File: config.mk
export PLATFORM = sky130hd
export DESIGN_NAME = decoder_scan_seq_flat
export DESIGN_NICKNAME = d
export VERILOG_FILES = /design/src/rtl/decoder_scan_seq_if.sv /design/src/rtl/decoder_scan_seq.sv /design/src/flat_wrapper.sv
export SDC_FILE = /design/constraint.sdc
export NUM_CORES = 1
export LEC_CHECK = 0
export ABC_CLOCK_PERIOD_IN_PS = 1550
export BUFFER_PORTS_ARGS = -buffer_cell sky130_fd_sc_hd__buf_2
export CORE_AREA = 2 2 39 41
export CTS_CLUSTER_SIZE = 30
export DETAILED_ROUTE_END_ITERATION = 10
export DIE_AREA = 0 0 41 43
export PLACE_DENSITY_LB_ADDON = 0.05
export SLEW_MARGIN = 20
export SYNTH_ARGS = -nofsm -noshare
export SYNTH_HDL_FRONTEND = slang
export SYNTH_SLANG_ARGS = --single-unit
File: constraint.sdc
create_clock -name clk -period 1.55 [get_ports clk]
set_input_delay 0.31 -clock clk [delete_from_list [all_inputs] [get_ports clk]]
set_output_delay 0.31 -clock clk [all_outputs]
set_load 0.1 [all_outputs]
File: src/rtl/decoder_scan_seq_if.sv
// Control/status bus for decoder_scan_seq: the master drives select/enable/start,
// the decoder (slave) returns the one-hot lines and sweep status.
interface decoder_scan_seq_if #(
  parameter int SEL_W = 2
) ();
  localparam int N = 1 << SEL_W;

  logic             en;
  logic             mode;
  logic             start;
  logic [SEL_W-1:0] sel;
  logic [N-1:0]     y;
  logic [SEL_W-1:0] idx;
  logic             busy;
  logic             done;

  modport master (
    output en, mode, start, sel,
    input  y, idx, busy, done
  );

  modport slave (
    input  en, mode, start, sel,
    output y, idx, busy, done
  );
endinterface

File: src/rtl/decoder_scan_seq.sv
// Registered SEL_W-to-2**SEL_W one-hot decoder with manual select and a timed sweep sequencer.
// Build option: define DECODER_SCAN_LOOP_EN for continuous sweeping (start while busy stops it).
module decoder_scan_seq #(
  parameter int SEL_W      = 2,
  parameter int DWELL      = 4,
  parameter int ACTIVE_LOW = 0
) (
  input  logic              clk,
  input  logic              rst,
  decoder_scan_seq_if.slave bus
);
  localparam int N     = 1 << SEL_W;
  localparam int CNT_W = (DWELL > 1) ? $clog2(DWELL) : 1;
  localparam logic [CNT_W-1:0] CNT_LAST = CNT_W'(DWELL - 1);
  localparam logic [SEL_W-1:0] IDX_LAST = SEL_W'(N - 1);

`ifdef DECODER_SCAN_LOOP_EN
  localparam bit LOOP_EN = 1'b1;
`else
  localparam bit LOOP_EN = 1'b0;
`endif

  typedef enum logic {
    IDLE = 1'b0,
    SCAN = 1'b1
  } state_t;

  state_t           state_q, state_d;
  logic [SEL_W-1:0] idx_q, idx_d;
  logic [CNT_W-1:0] cnt_q, cnt_d;
  logic             busy_q, busy_d;
  logic             done_q, done_d;
  logic             line_on_d;
  logic [N-1:0]     onehot_d;
  logic [N-1:0]     y_q, y_d;

  // Decode of the next index; gated below so at most one line is ever active.
  for (genvar gi = 0; gi < N; gi++) begin : g_dec
    assign onehot_d[gi] = (idx_d == SEL_W'(gi));
  end

  assign y_d = line_on_d ? onehot_d : '0;

  always_comb begin
    state_d   = state_q;
    idx_d     = idx_q;
    cnt_d     = cnt_q;
    busy_d    = busy_q;
    done_d    = 1'b0;
    line_on_d = 1'b0;

    unique case (state_q)
      IDLE: begin
        if (!bus.mode) begin
          idx_d     = bus.sel;
          line_on_d = bus.en;
        end else if (bus.en && bus.start) begin
          state_d   = SCAN;
          idx_d     = '0;
          cnt_d     = '0;
          busy_d    = 1'b1;
          line_on_d = 1'b1;
        end
      end

      SCAN: begin
        if (LOOP_EN && bus.start) begin
          // Abort of a looping sweep: back to idle quietly, no done pulse.
          state_d = IDLE;
          idx_d   = '0;
          cnt_d   = '0;
          busy_d  = 1'b0;
        end else if (bus.en) begin
          line_on_d = 1'b1;
          if (cnt_q != CNT_LAST) begin
            cnt_d = cnt_q + 1'b1;
          end else begin
            cnt_d = '0;
            if (idx_q != IDX_LAST) begin
              idx_d = idx_q + 1'b1;
            end else begin
              idx_d  = '0;
              done_d = 1'b1;
              if (!LOOP_EN) begin
                state_d   = IDLE;
                busy_d    = 1'b0;
                line_on_d = 1'b0;
              end
            end
          end
        end
      end

      default: begin
        state_d = IDLE;
        idx_d   = '0;
        cnt_d   = '0;
        busy_d  = 1'b0;
      end
    endcase
  end

  always_ff @(posedge clk or posedge rst) begin
    if (rst) begin
      state_q <= IDLE;
      idx_q   <= '0;
      cnt_q   <= '0;
      busy_q  <= 1'b0;
      done_q  <= 1'b0;
      y_q     <= '0;
    end else begin
      state_q <= state_d;
      idx_q   <= idx_d;
      cnt_q   <= cnt_d;
      busy_q  <= busy_d;
      done_q  <= done_d;
      y_q     <= y_d;
    end
  end

  // Polarity is applied after the register so reset yields all-inactive in either sense.
  assign bus.y    = (ACTIVE_LOW != 0) ? ~y_q : y_q;
  assign bus.idx  = idx_q;
  assign bus.busy = busy_q;
  assign bus.done = done_q;

endmodule
File: src/flat_wrapper.sv
// flat-port wrapper written by rule: the top's interface ports become plain ports
module decoder_scan_seq_flat 
#(
  parameter int SEL_W      = 2,
  parameter int DWELL      = 4,
  parameter int ACTIVE_LOW = 0
)
  (clk, rst, bus_en, bus_mode, bus_start, bus_sel, bus_y, bus_idx, bus_busy, bus_done);
  decoder_scan_seq_if #(.SEL_W(SEL_W)) bus_i ();
  input  logic clk;
  input  logic rst;
  input wire logic [$bits(bus_i.en)-1:0] bus_en;
  input wire logic [$bits(bus_i.mode)-1:0] bus_mode;
  input wire logic [$bits(bus_i.start)-1:0] bus_start;
  input wire logic [$bits(bus_i.sel)-1:0] bus_sel;
  output wire logic [$bits(bus_i.y)-1:0] bus_y;
  output wire logic [$bits(bus_i.idx)-1:0] bus_idx;
  output wire logic [$bits(bus_i.busy)-1:0] bus_busy;
  output wire logic [$bits(bus_i.done)-1:0] bus_done;
  assign bus_i.en = bus_en;
  assign bus_i.mode = bus_mode;
  assign bus_i.start = bus_start;
  assign bus_i.sel = bus_sel;
  assign bus_y = bus_i.y;
  assign bus_idx = bus_i.idx;
  assign bus_busy = bus_i.busy;
  assign bus_done = bus_i.done;
  decoder_scan_seq #(.SEL_W(SEL_W), .DWELL(DWELL), .ACTIVE_LOW(ACTIVE_LOW)) u_core (.clk(clk), .rst(rst), .bus(bus_i));
endmodule
==> impl_metrics.toml, run 1 <==
[critical_path]
worstPathCellList = "buf_2"
cp_slowest_cell = "dfrtp_4"
critPathMaxFanout = 7
cp_data_required_time_ns = 1.24
ff2ff_path_depth = 4
path_delay_family = "flip-flops"
startpoint_type = "register"
worstSetupPathType = "register to output pin"
cp_slowest_stage_delay_ns = 0.46
end_kind = "output pin"
path_buf_inv = 1
worstSetupPathDepth = 1
arrival_ns = 1.17

[cts]
clock-root-buffer = "clkbuf_4"
cts_resized = 0
clk_pin_slew_ns = 0.07
htreeDepth = 1
clk_path_buf_depth = 2
post_cts_buffers = 0
cts_tree = "done"
cts.sinks = 11
cts_hold_buf = 0
clk_latency_ns = 0.27
cts_buffers = 3

[cells_and_area]
fillers = 139
fin_nets = 86
synthToLayoutAreaGrowth_pct = 19.0
antenna_cells = 0
post_route_cells_drive_above_1_share_pct = 32.9

[outcome]
status = "finished clean"

[timing]
setup_violations = 0
maxSlewViolCount = 0
fin_setup_tns_ns = 0
worst_slew_pin_slew_ns = 0.488
rsz0062_at_grt = "no"
period_share_pct = 95.4
final_hold_viol_count = 0
fin_crit_ns = 1.48
finClkSkew_ns = 0.00156
max_freq_mhz = 676
relSlewSlack_pct = 67.7

[routing]
routed_wirelength_um = 1160
final_antenna_net_count = 0
vias = 482
drt_iter0_drc = 14
viasPerCell = 5.24
drcViolationCount = 0
first_pass_iters = 4
post_drt_wl_per_cell_um = 12.6

[floorplanning]
coreArea_um2 = 1380
die_h_um = 43
start_util_pct = 43.3
die_x_um = 41
die_area_um2 = 1760
rows = 14
io_pins = 15

[global_route]
grt_pass1_vias = 451
grt_overflow_total = 0
grt_pass1_wl_um = 2010
grtUsageTotal_pct = 17.2
grt_max_degree = 12
antenna_found_initial = 0

[logic_synthesis]
synth_seq_cells = 11
synthAdderAreaFrac_pct = 4.18
yosysSeqAreaShare_pct = 45.9
synth_edf_count = 0
synth_top_family_by_area = "compound AO/OA/AOI/OAI gates"
synth-xor-area-share_pct = 0
ys_warn_count = 0
synth_area_leaders = "dfrtp_1 (46%), nand2_1 (4.4%), ha_1 (4.2%)"
synth_top_flop_cell = "dfrtp_1"
synth_compound_area_share_pct = 22.1
syn-cell-area_um2 = 599
synth_cell_types = 26
synth_area_leader_cell = "dfrtp_1"
synthArstFlopShare_pct = 100
synth_fp_nets = 68
yosys.area_share.simple_pct = 17.1
synth.area.mux_share_pct = 7.52
syn_avg_cell_area_um2 = 10.2
yosysTopAreaCellShare_pct = 45.9
syn_inst = 59

[placed_design]
io_buffers = 14
gp_congestion = 0.799
dpl.hpwl_um = 880

[flow_run]
maxCapViolCount = 0

[worst_hold_path]
hold_class = "input pin to asynchronous set/reset pin"
## flip-flops by register name, indices dropped and copies added (netlist names)
name,cells
u_core.bus.idx,2
u_core.bus.done,1
u_core.cnt_q,2
u_core.bus.busy,1
u_core.bus.y,4
u_core.state_q,1
## cell usage after synthesis (2+ instances only)
| cell | count |
|---|---|
| a21o_1 | 2 |
| a21oi_1 | 4 |
| a32o_1 | 2 |
| buf_4 | 2 |
| dfrtp_1 | 11 |
| ha_1 | 2 |
| mux2i_1 | 2 |
| nand2_1 | 7 |
| nor2_1 | 5 |
| nor2b_1 | 3 |
| o21ai_1 | 3 |
| o22ai_1 | 2 |
## cells by family after synthesis
family | Yosys count
simple gates | 21
compound gates | 18
flops | 11
mux | 4
buf+inv | 3
fa+ha+maj | 2
## routing by layer
metal	part of all wire, %	vias up	routed length (um)	GRT usage [%]
li1	-	248	-	-
met3	4.8	3	56	4.71
met1	51	216	596	24.4
met4	1.8	0	21	8.00
met5	0	-	0	0
met2	42	15	488	23.4
## placed cells by master, fill, tap and decap left out, types with 2 or more instances in the layout
cell / n
buf_2: 14
nand2_1: 7
dfrtp_1: 9
a32o_1: 2
a21o_1: 2
o21ai_1: 3
o22ai_1: 2
clkbuf_4: 3
nor2_1: 5
ha_1: 2
mux2i_1: 2
a21oi_1: 4
nor2b_1: 3
## stage by stage
step | area (um^2) | worst slack (ns) | hold slack [ns] | std cells | util [%]
2_1_floorplan | 604 | 0.0265 | 0.162 | 59 | -
3_3_place_gp | 687 | 0.0971 | 0.324 | 88 | 49.6
3_5_place_dp | 687 | 0.115 | 0.334 | 88 | 49.6
4_1_cts | 713 | 0.0653 | 0.0404 | 92 | 51.5
5_1_grt | 713 | 0.0182 | 0.0620 | 92 | 51.5
6_report | 713 | 0.0708 | 0.0118 | 92 | 51.5
## layout make-up
cell class | instances | area [um^2] | share of cell area, %
Clock buffer | 4 | 26.3 | 3.68
Inverter | 1 | 3.75 | 0.526
Timing Repair Buffer | 15 | 77.6 | 10.9
Tap cell | 16 | 20.0 | 2.81
Sequential cell | 11 | 280 | 39.3
Multi-Input combinational cell | 45 | 305 | 42.8
## worst paths after layout
check                             startpoint                end  slack [ns]
setup / recovery           u_core.bus.idx[0]         bus_idx[0]        0.07
hold / removal                           rst    u_core.bus.y[0]        0.01
setup reg to reg             u_core.cnt_q[0]  u_core.bus.idx[0]        0.08
hold reg to reg              u_core.cnt_q[1]    u_core.cnt_q[1]        0.51
max in group asynchronous                rst  u_core.bus.idx[0]        1.21
min in group clk                      bus_en     u_core.state_q        0.34
Power of run 1 is left out: the tool's default activity adds up to more than one toggle a clock period on the data nets, which glitch-free logic cannot reach.
==> inputs of run 2 (changes only) <==
ABC_AREA = 1   (was unset)
==> run 2 against run 1 <==
Global-route usage shrank 0.78 points; worst setup slack gained 0.078 ns; synthesized area shrank 12%; die area is the same; final cell count grew 5.4%; non-clock buffer count shrank 1; final area shrank 11%; sequential share of layout area grew 4.2 points; sequential cell count is the same; critical path depth is the same.
==> impl_metrics.toml, run 2 <==
[critical_path]
worstSetupPathType = "register to output pin"
ff2ff_path_depth = 8
cp_data_required_time_ns = 1.24
startpoint_type = "register"
path_delay_family = "buffers and inverters"
critPathMaxFanout = 4
path_buf_inv = 1
cp_slowest_stage_delay_ns = 0.43
worstSetupPathDepth = 1
worstPathCellList = "buf_2"
end_kind = "output pin"
cp_slowest_cell = "buf_2"
arrival_ns = 1.09

[placed_design]
dpl.hpwl_um = 883
dp_cells = 93
place_ws_ns = 0.273
io_buffers = 14
gp_congestion = 0.725

[routing]
highest_layer = "met4"
vias = 455
routed_wirelength_um = 1080
drt_iter0_drc = 11
wl_met1_um = 477
final_antenna_net_count = 0
wl_met2_um = 543
wl_met3_um = 49
viasPerCell = 4.69
post_drt_wl_per_cell_um = 11.1
first_pass_iters = 4
drcViolationCount = 0

[cells_and_area]
fin_nets = 91
synthToLayoutAreaGrowth_pct = 21.1
fillers = 159
stdcell_count = 97
layout_common_cells = "nand2_1 (15), buf_2 (14), dfrtp_1 (9)"
largest_register_ffs = 4
final_common_cell = "nand2_1"
post_route_cells_drive_above_1_share_pct = 28.4
antenna_cells = 0

[timing]
setup_ws_ns = 0.149
setup_violations = 0
period_share_pct = 90.4
final_hold_viol_count = 0
relSlewSlack_pct = 67.9
fin_crit_ns = 1.40
worst_slew_pin_slew_ns = 0.485
maxSlewViolCount = 0
finClkSkew_ns = 0.00883
rsz0062_at_grt = "no"
max_freq_mhz = 714
hold_ws_ns = 0.0228
fin_setup_tns_ns = 0

[logic_synthesis]
ys_warn_count = 0
synth_cell_types = 13
syn_avg_cell_area_um2 = 8.23
synthArstFlopShare_pct = 100
synth_top_flop_cell = "dfrtp_1"
synth_fp_nets = 73
synth_seq_cells = 11
syn-cell-area_um2 = 527
yosysTopAreaCellShare_pct = 52.3
syn_inst = 64
synth_area_leader_cell = "dfrtp_1"
ys_top_cells_by_count = "nand2_1 (15), dfrtp_1 (11), inv_1 (7), nand3_1 (7), nor2_1 (7)"
synth_area_leaders = "dfrtp_1 (52%), nand2_1 (11%), nand3_1 (6.7%)"
synth_most_common_cell = "nand2_1"
yosysSeqAreaShare_pct = 52.3
synth_edf_count = 0

[cts]
post_cts_buffers = 0
clock-root-buffer = "clkbuf_4"
clk_path_buf_depth = 2
htreeDepth = 1
cts_resized = 0
cts_buffers = 3
cts.sinks = 11
clk_latency_ns = 0.27
cts_tree = "done"
clk_pin_slew_ns = 0.07
cts_hold_buf = 0

[floorplanning]
start_util_pct = 38.1
die_area_um2 = 1760
coreArea_um2 = 1380
rows = 14
die_x_um = 41
io_pins = 15
die_h_um = 43

[global_route]
grt_overflow_total = 0
grt_pass1_wl_um = 1860
antenna_found_initial = 0
grt_max_degree = 12
grt_pass1_vias = 440
grtUsageTotal_pct = 16.4

[worst_hold_path]
hold_class = "input pin to asynchronous set/reset pin"

[outcome]
status = "finished clean"

[flow_run]
maxCapViolCount = 0
-- run 2: changes by cell type after synthesis, moves of 3 or more --
| cell | change |
|---|---|
| nand3_1 | +6 |
| o21ai_1 | -3 |
| o21ai_0 | +4 |
| inv_1 | +6 |
| nor2b_1 | -3 |
| nand2_1 | +8 |
-- run 2: cells by family (layout without fill, tap and decap cells) --
kind of cell	count (synthesis)	count (layout)	synth area share, %
buffers and inverters	10	27	7.84
AOI/OAI and AO/OA	9	9	8.55
adders and majority gates	2	2	4.75
and+or+nand+nor	32	32	26.6
DFF	11	11	52.3
-- run 2: path summary, 6_finish.rpt --
check	startpoint	endpoint	slack, ns
worst max-delay path	u_core.bus.idx[1]	bus_idx[1]	0.15
worst min-delay path	rst	u_core.cnt_q[0]	0.02
worst max register to register	u_core.cnt_q[0]	u_core.bus.y[2]	0.27
worst min register to register	u_core.cnt_q[0]	u_core.cnt_q[0]	0.49
max in group asynchronous	rst	u_core.bus.idx[0]	1.19
min in group clk	bus_start	u_core.state_q	0.32
-- run 2: cell type report --
type | instances | area, um^2 | area share, %
inverters | 9 | 33.8 | 5.29
flip-flops and latches | 11 | 278 | 43.5
repair buffers | 14 | 70.1 | 11.0
well taps | 16 | 20.0 | 3.14
clock buffers | 4 | 26.3 | 4.12
multi-input cells | 43 | 210 | 32.9
-- run 2: metrics by stage --
step                utilization (%)  area [um^2]
floorplan                         -          529
global placement               44.2          612
detailed placement             44.2          612
CTS                            46.1          638
global route                   46.1          638
finish                         46.1          638
-- run 2: routing by layer --
metal  GRT usage, %  vias up
met2           23.8       10
met3           7.85        2
met1           19.7      205
met4           8.00        0
met5              0        -
li1               -      238
Power of run 2 is left out for the same reason.
